==> src/rtl/uart_tx.sv <==
// Serial UART transmitter: start bit, LSB-first payload, optional even/odd parity, stop bit.
// All outputs are registered; frame settings are captured at accept and held for the whole frame.
module uart_tx #(
    parameter int DATA_WIDTH  = 8,
    parameter int PRESCALE_IN = 5
) (
    input  logic                   CLK,
    input  logic                   rst,
    input  logic [DATA_WIDTH-1:0]  P_DATA,
    input  logic                   DATA_VALID,
    input  logic [PRESCALE_IN-1:0] prescale,
    input  logic                   PAR_EN,
    input  logic                   PAR_TYP,
    output logic                   TX_OUT,
    output logic                   BUSY,
    output logic                   TX_DONE,
    output logic [2:0]             dbg_state_o
);

    localparam int IDX_W = (DATA_WIDTH > 1) ? $clog2(DATA_WIDTH) : 1;
    localparam logic [IDX_W-1:0]       IDX_LAST = IDX_W'(DATA_WIDTH - 1);
    localparam logic [PRESCALE_IN-1:0] P_MIN    = PRESCALE_IN'(4);
    localparam logic [PRESCALE_IN-1:0] ONE_P    = PRESCALE_IN'(1);

    typedef enum logic [2:0] {
        IDLE   = 3'd0,
        START  = 3'd1,
        DATA   = 3'd2,
        PARITY = 3'd3,
        STOP   = 3'd4
    } state_e;

    state_e                   state_q;
    logic [DATA_WIDTH-1:0]    shift_q;
    logic [PRESCALE_IN-1:0]   presc_q;
    logic [PRESCALE_IN-1:0]   cnt_q;
    logic [IDX_W-1:0]         idx_q;
    logic                     par_en_q;
    logic                     par_bit_q;
    logic                     tx_q;
    logic                     busy_q;
    logic                     done_q;

    logic [PRESCALE_IN-1:0]   presc_d;
    logic                     par_bit_d;
    logic                     bit_end;
    logic                     stop_pre_end;

    // Prescale values below 4 are clamped so every bit spans at least four clocks.
    always_comb begin
        presc_d      = (prescale < P_MIN) ? P_MIN : prescale;
        par_bit_d    = (^P_DATA) ^ PAR_TYP;
        bit_end      = (cnt_q == presc_q);
        stop_pre_end = (cnt_q == (presc_q - ONE_P));
    end

    always_ff @(posedge CLK) begin
        if (rst) begin
            state_q   <= IDLE;
            shift_q   <= '0;
            presc_q   <= '0;
            cnt_q     <= '0;
            idx_q     <= '0;
            par_en_q  <= 1'b0;
            par_bit_q <= 1'b0;
            tx_q      <= 1'b1;
            busy_q    <= 1'b0;
            done_q    <= 1'b0;
        end else begin
            done_q <= 1'b0;
            case (state_q)
                IDLE: begin
                    tx_q   <= 1'b1;
                    busy_q <= 1'b0;
                    cnt_q  <= '0;
                    idx_q  <= '0;
                    if (DATA_VALID && !busy_q) begin
                        shift_q   <= P_DATA;
                        presc_q   <= presc_d;
                        par_en_q  <= PAR_EN;
                        par_bit_q <= par_bit_d;
                        tx_q      <= 1'b0;
                        busy_q    <= 1'b1;
                        cnt_q     <= ONE_P;
                        state_q   <= START;
                    end
                end
                START: begin
                    if (bit_end) begin
                        cnt_q   <= ONE_P;
                        idx_q   <= '0;
                        tx_q    <= shift_q[0];
                        shift_q <= shift_q >> 1;
                        state_q <= DATA;
                    end else begin
                        cnt_q <= cnt_q + ONE_P;
                    end
                end
                DATA: begin
                    if (bit_end) begin
                        cnt_q <= ONE_P;
                        if (idx_q == IDX_LAST) begin
                            if (par_en_q) begin
                                tx_q    <= par_bit_q;
                                state_q <= PARITY;
                            end else begin
                                tx_q    <= 1'b1;
                                state_q <= STOP;
                            end
                        end else begin
                            idx_q   <= idx_q + IDX_W'(1);
                            tx_q    <= shift_q[0];
                            shift_q <= shift_q >> 1;
                        end
                    end else begin
                        cnt_q <= cnt_q + ONE_P;
                    end
                end
                PARITY: begin
                    if (bit_end) begin
                        cnt_q   <= ONE_P;
                        tx_q    <= 1'b1;
                        state_q <= STOP;
                    end else begin
                        cnt_q <= cnt_q + ONE_P;
                    end
                end
                STOP: begin
                    // Raised one clock early so the registered pulse lines up with the final stop cycle.
                    if (stop_pre_end) begin
                        done_q <= 1'b1;
                    end
                    if (bit_end) begin
                        cnt_q   <= '0;
                        idx_q   <= '0;
                        busy_q  <= 1'b0;
                        tx_q    <= 1'b1;
                        state_q <= IDLE;
                    end else begin
                        cnt_q <= cnt_q + ONE_P;
                    end
                end
                default: begin
                    state_q <= IDLE;
                    tx_q    <= 1'b1;
                    busy_q  <= 1'b0;
                    cnt_q   <= '0;
                    idx_q   <= '0;
                end
            endcase
        end
    end

    assign TX_OUT      = tx_q;
    assign BUSY        = busy_q;
    assign TX_DONE     = done_q;
    assign dbg_state_o = state_q;

endmodule
==> config.mk <==
export PLATFORM = sky130hd
export DESIGN_NAME = uart_tx
export DESIGN_NICKNAME = d
export VERILOG_FILES = /design/src/rtl/uart_tx.sv
export SDC_FILE = /design/constraint.sdc
export NUM_CORES = 1
export LEC_CHECK = 0
export ABC_CLOCK_PERIOD_IN_PS = 5350
export BUFFER_PORTS_ARGS = -buffer_cell sky130_fd_sc_hd__buf_2
export CORE_MARGIN = 4
export CORE_UTILIZATION = 30
export DETAILED_ROUTE_END_ITERATION = 10
export SYNTH_ARGS = -nofsm -noshare
export SYNTH_HDL_FRONTEND = slang
export SYNTH_SLANG_ARGS = --single-unit
==> constraint.sdc <==
create_clock -name CLK -period 5.35 [get_ports CLK]
set_input_delay 0.2675 -clock CLK [delete_from_list [all_inputs] [get_ports CLK]]
set_output_delay 0.2675 -clock CLK [all_outputs]
set_load 0.05 [all_outputs]
==> out/results.tsv, run 1 <==
metric	value	unit
vias per cell	4.931	
dominant synthesized flop cell	dfxtp_1	
Avg Cell Area, Syn	8.597	um2
number of nets in the layout	229	
Finish-stage setup viols	0	
Worst-Margin Slew	0.6579	ns
Final period util	0.3860	
register bit count reported by yosys	29	
Syn Nets	208	
multiplexer area fraction after synthesis	0.007042	
Starting Density	0.3111	
Final TNS setup	0	ns
most common cell after layout, fill and taps aside	dfxtp_1	
Rel. slew slack	0.5501	
WS Path Type	register to register	
cts hold-fix bufs	0	
largest net degree at the start of global routing	25	
CTS tree	done	
fin area	1836	um2
count of cell types in the netlist	46	
RSZ-0062 raised after global routing	no	
min-delay worst type	input pin to register	
synthesis warning total	0	
drt pass-1 iters	4	
pwr/cell area	551.3	nW/um2
Fin. Hold Viols	0	
row cnt	26	
DP HPWL	2582	um
Adder-Cell Fraction of Synth Area	0.03130	
gp weighted congestion	0.8129	
number of global-route vias before repair	1322	
grt ovf	0	
Tot GR Track Use	0.1179	
DR vias	1366	
initial antenna violation count	0	
Routed Antenna Nets	0	
Die X	81.01	um
Skew-Pair Late Insertion Delay	0.28	ns
status	finished clean	
Worst Path Max Fanout	8	
final slew viol count	0	
wire per inst	12.74	um
hold_ws	0.2289	ns
maxcap violations	0	
multi-input logic area	943.4	um2
area fraction in and, or, nand and nor cells after synthesis	0.2074	
worst vdd ir	0.2063	mV
compound-gate portion of the synthesized area	0.2113	
Seq. cell area	580.6	um2
fill count	583	
Synth Instances	186	
CTS root buffer	clkbuf_8	
clock tree buffer depth	2	
final wirelength	3529	um
DRC Markers	0	
EDFF count, synth	0	
most frequent cells in the layout	dfxtp_1, buf_2, nand2_1, nor2_1, a21oi_1	
Post-Synth XOR/XNOR Area	0.1330	
I/O pins	24	
fmax	0.4843	GHz
CTS Sinks	29	
DRT iter0 DRCs	76	
post-cts resize count	0	
Post-synth ARST share	0	
largest family of logic cells by synthesized area	compound AO/OA/AOI/OAI gates	
synthesis-to-layout area growth	14.79	%
Clk pin slew, worst setup/hold paths	0.06	ns
layout cells sized above 1	0.1884	
placed cell area	1749	um2
Max Clock Skew	0.006233	ns
register area share after synthesis	0.3631	
cts bufs inserted	5	
Tmin final	2.065	ns
I/O Buffers	23	
Post-Synthesis Cell Area	1599	um2
die footprint	6562	um2
diode count	0	
CP Launch Type	register	
worst path required time	5.49	ns
Arr. time, crit path	2.21	ns
H-tree depth	2	
leakage power	0.6884	nW
first-pass GRT wire length	6003	um
die height	81.01	um
Core ar.	5140	um2
CP endpoint kind	register	
Setup Fix Bufs, Post-CTS	0	
-- logic make-up after synthesis --
logic type | Yosys count
fa+ha+maj | 4
buf+inv | 15
mux | 1
simple gates | 66
flops | 29
xor+xnor | 21
compound gates | 50
-- sequential cells by signal (all words and copies together) (netlist names), 3 cells and up --
name	cells
shift_q	8
cnt_q	5
presc_q	5
dbg_state_o	3
idx_q	3
-- area by class of cell --
| cell class | count | area share |
|---|---|---|
| clock buffer | 7 | 0.04703 |
| inverter | 6 | 0.01227 |
| multi-input combinational | 142 | 0.5140 |
| sequential | 29 | 0.3163 |
| tap | 70 | 0.04772 |
| timing repair buffer | 23 | 0.06271 |
-- power breakdown --
group          internal [mW]  total [mW]  switching (mW)
Combinational          0.175       0.489           0.314
Sequential             0.277       0.341          0.0641
Clock                  0.102       0.182          0.0799
-- metrics by stage --
step           utilization  power, mW  setup WS [ns]  cells
2_1_floorplan            -     0.7418          3.383    186
5_1_grt             0.3571      1.104          3.037    277
3_5_place_dp        0.3403     0.8347          3.345    270
6_report            0.3571      1.012          3.285    277
3_3_place_gp        0.3403     0.8327          3.370    270
4_1_cts             0.3571      1.022          3.307    277
-- layer usage --
metal | global-route usage | vias up | part of all wire | routed length [um]
met5 | 0 | - | 0 | 0
met4 | 0.06250 | 0 | 0.024 | 86
met3 | 0.03215 | 9 | 0.055 | 194
met2 | 0.1831 | 32 | 0.42 | 1498
met1 | 0.1485 | 621 | 0.50 | 1749
li1 | - | 704 | - | -
-- cells in the mapped netlist (all sizes together), types with 4 or more instances --
master / count / area share
a21oi: 13 / 0.041
nor2: 21 / 0.052
clkbuf: 4 / 0.0094
a311oi: 8 / 0.044
xor2: 7 / 0.038
dfxtp: 29 / 0.36
buf: 5 / 0.023
ha: 4 / 0.031
nand2: 22 / 0.052
inv: 6 / 0.014
o21ai: 12 / 0.040
xnor2: 13 / 0.081
-- critical path, stage by stage, from the launching register on --
cell and delay (ns):
dfxtp_1 0.35, xnor2_2 0.26, nand4_2 0.20, or2_1 0.38, a2111oi_0 0.65, o21bai_1 0.10
-- path summary, 6_finish.rpt --
check / startpoint / to / slack, ns / cells past startpoint
worst max-delay path: presc_q[3] / TX_OUT / 3.29 / 5
worst min-delay path: PAR_EN / par_en_q / 0.23 / 3
worst max register to register: presc_q[3] / TX_OUT / 3.29 / 5
worst min register to register: par_bit_q / par_bit_q / 0.46 / 2
No activity file was read; power rests on OpenSTA's default activity.
==> run 2, diff against run 1 <==
--- a/config.mk
+++ b/config.mk
@@ -5,7 +5,7 @@
 export SDC_FILE = /design/constraint.sdc
 export NUM_CORES = 1
 export LEC_CHECK = 0
-export ABC_CLOCK_PERIOD_IN_PS = 5350
+export ABC_CLOCK_PERIOD_IN_PS = 2200
 export BUFFER_PORTS_ARGS = -buffer_cell sky130_fd_sc_hd__buf_2
 export CORE_MARGIN = 4
 export CORE_UTILIZATION = 30
==> constraint.sdc (replaced) <==
create_clock -name CLK -period 2.2 [get_ports CLK]
set_input_delay 0.11 -clock CLK [delete_from_list [all_inputs] [get_ports CLK]]
set_output_delay 0.11 -clock CLK [all_outputs]
set_load 0.05 [all_outputs]
==> run 2 against run 1 <==
Combinational power grew to 2.6 times the previous value. Design area is 2.5% higher. Setup slack worse by 3.0 ns. Sequential power up 140%. Critical path depth is 1 higher. Non-clock buffer count up 6. Sequential share of layout area fell by 0.76 points. Fmax increased by 5.7%. Final cell count grew 2.2%. Critical endpoint is now idx_q[0]. Largest cell class unchanged. Highest routed layer unchanged.
==> out/results.tsv, run 2 (same netlist as run 1, synthesis figures left out) <==
metric	value	unit	change
I/O pins	24		unchanged
placed cell area	1794	um2	was 1749 um2
total power	2.546	mW	was 1.012 mW
row cnt	26		unchanged
status	finished clean		unchanged
Worst Path Max Fanout	6		was 8
Routed Antenna Nets	0		unchanged
final slew viol count	0		unchanged
leakage power	0.7182	nW	was 0.6884 nW
Worst-Margin Slew	0.5351	ns	was 0.6579 ns
Final TNS setup	0	ns	unchanged
fin area	1881	um2	was 1836 um2
synthesis-to-layout area growth	17.61	%	was 14.79%
gp weighted congestion	0.8685		was 0.8129
CP endpoint kind	register		unchanged
Clk pin slew, worst setup/hold paths	0.05	ns	was 0.06 ns
Final period util	0.8877		was 0.3860
Die X	81.01	um	unchanged
Tmin final	1.953	ns	was 2.065 ns
met2 WL	1584	um	was 1498 um
clock tree buffer depth	2		unchanged
CP Launch Type	register		unchanged
WS Path Type	register to register		unchanged
R2R Path Start	idx_q[0]		was presc_q[3]
worst vdd ir	0.4453	mV	was 0.2063 mV
number of flip-flops in the largest register	8		unchanged
Max Clock Skew	0.005832	ns	was 0.006233 ns
DRT iter0 DRCs	157		was 76
metal1 wirelength	1757	um	was 1749 um
H-tree depth	2		unchanged
number of global-route vias before repair	1354		was 1322
Top reg by flops	shift_q		unchanged
maxcap violations	0		unchanged
Setup crit end	idx_q[0]		was TX_OUT
Finish-stage setup viols	0		unchanged
met3 wire length	207	um	was 194 um
most frequent cells in the layout	dfxtp_1, buf_2, nand2_1, nor2_1, a21oi_1		unchanged
grt ovf	0		unchanged
Skew-Pair Late Insertion Delay	0.28	ns	about the same
Setup Fix Bufs, Post-CTS	0		unchanged
wire per inst	12.79	um	was 12.74 um
Rel. slew slack	0.6420		was 0.5501
cts bufs inserted	5		unchanged
Tot GR Track Use	0.1216		was 0.1179
Setup crit start	idx_q[0]		was presc_q[3]
Fin. Hold Viols	0		unchanged
largest net degree at the start of global routing	25		unchanged
R2R setup slack	0.25	ns	was 3.29 ns
CTS root buffer	clkbuf_8		unchanged
CP max stage cell	dfxtp_1		was a2111oi_0
CTS Sinks	29		unchanged
worst r2r path cells	6		was 5
diode count	0		unchanged
CTS tree	done		unchanged
I/O Buffers	23		unchanged
Arr. time, crit path	2.12	ns	was 2.21 ns
DR vias	1376		was 1366
post-cts resize count	0		unchanged
worst path required time	2.36	ns	was 5.49 ns
vias per cell	4.862		was 4.931
first-pass GRT wire length	6092	um	was 6003 um
Non-Filler Instances	283		was 277
min-delay worst type	input pin to register		unchanged
fmax	0.5120	GHz	was 0.4843 GHz
RSZ-0062 raised after global routing	no		unchanged
layout cells sized above 1	0.2113		was 0.1884
Core ar.	5140	um2	unchanged
max incr delay on CP	0.31	ns	was 0.65 ns
most common cell after layout, fill and taps aside	dfxtp_1		unchanged
initial antenna violation count	0		unchanged
cts hold-fix bufs	0		unchanged
die height	81.01	um	unchanged
Starting Density	0.3111		unchanged
final wirelength	3619	um	was 3529 um
crit-path most repeated cell	ha_1		
top routing layer in use	met4		unchanged
number of nets in the layout	235		was 229
DP HPWL	2685	um	was 2582 um
placed cells	276		was 270
die footprint	6562	um2	unchanged
FF-to-FF End	idx_q[0]		was TX_OUT
DRC Markers	0		unchanged
fin util	0.3659		was 0.3571
drt pass-1 iters	4		unchanged
Largest regs	shift_q: 8 flops, cnt_q: 5 flops, presc_q: 5 flops		unchanged
pwr/cell area	1354	nW/um2	was 551.3 nW/um2
critical-path cell list	ha_1 -> ha_1 -> or2_2 -> o311ai_0 -> o21ai_0 -> mux2_2		was xnor2_2 -> nand4_2 -> or2_1 -> a2111oi_0 -> o21bai_1
-- run 2: final cells by class --
class                   count  area [um2]
clock buffers               7       86.33
fillers                   561        3259
multi-input cells         142       943.4
well taps                  70       87.58
repair buffers             29       160.2
flip-flops and latches     29       580.6
inverters                   6       22.52
-- run 2: per-stage QoR --
step	hold slack [ns]	worst slack, ns
2_1_floorplan	0.1885	0.2327
3_3_place_gp	0.3635	0.2879
3_5_place_dp	0.3696	0.2377
4_1_cts	0.07558	0.2316
5_1_grt	0.08470	0.09457
6_report	0.08265	0.2470
-- run 2: how the worst min path moves through the flow --
stage / startpoint / to / slack, ns / depth (start not counted)
6_report: PAR_EN / par_en_q / 0.08 / 3
5_1_grt: PAR_EN / par_en_q / 0.08 / 3
4_1_cts: PAR_EN / par_en_q / 0.08 / 3
3_5_place_dp: PAR_EN / par_en_q / 0.37 / 3
3_3_place_gp: PAR_EN / par_en_q / 0.36 / 3
2_1_floorplan: rst / TX_DONE / 0.19 / 1
-- run 2: report_power, final --
part | leakage, nW | internal, mW | switching (mW)
combinational | 0.436 | 0.496 | 0.781
clock | 0.0443 | 0.247 | 0.190
sequential | 0.238 | 0.674 | 0.158
-- run 2: worst max-delay path, delay by kind of cell, from the launching register on --
| family | cells | cell delay, ns |
|---|---|---|
| DFF | 1 | 0.31 |
| AOI/OAI and AO/OA | 2 | 0.50 |
| adders and majority gates | 2 | 0.44 |
| and+or+nand+nor | 1 | 0.29 |
| muxes | 1 | 0.30 |
-- run 2: layer usage --
metal | track usage | vias up
met1 | 0.1570 | 609
met2 | 0.1880 | 41
met4 | 0.05912 | 0
li1 | - | 716
met5 | 0 | -
met3 | 0.03104 | 10
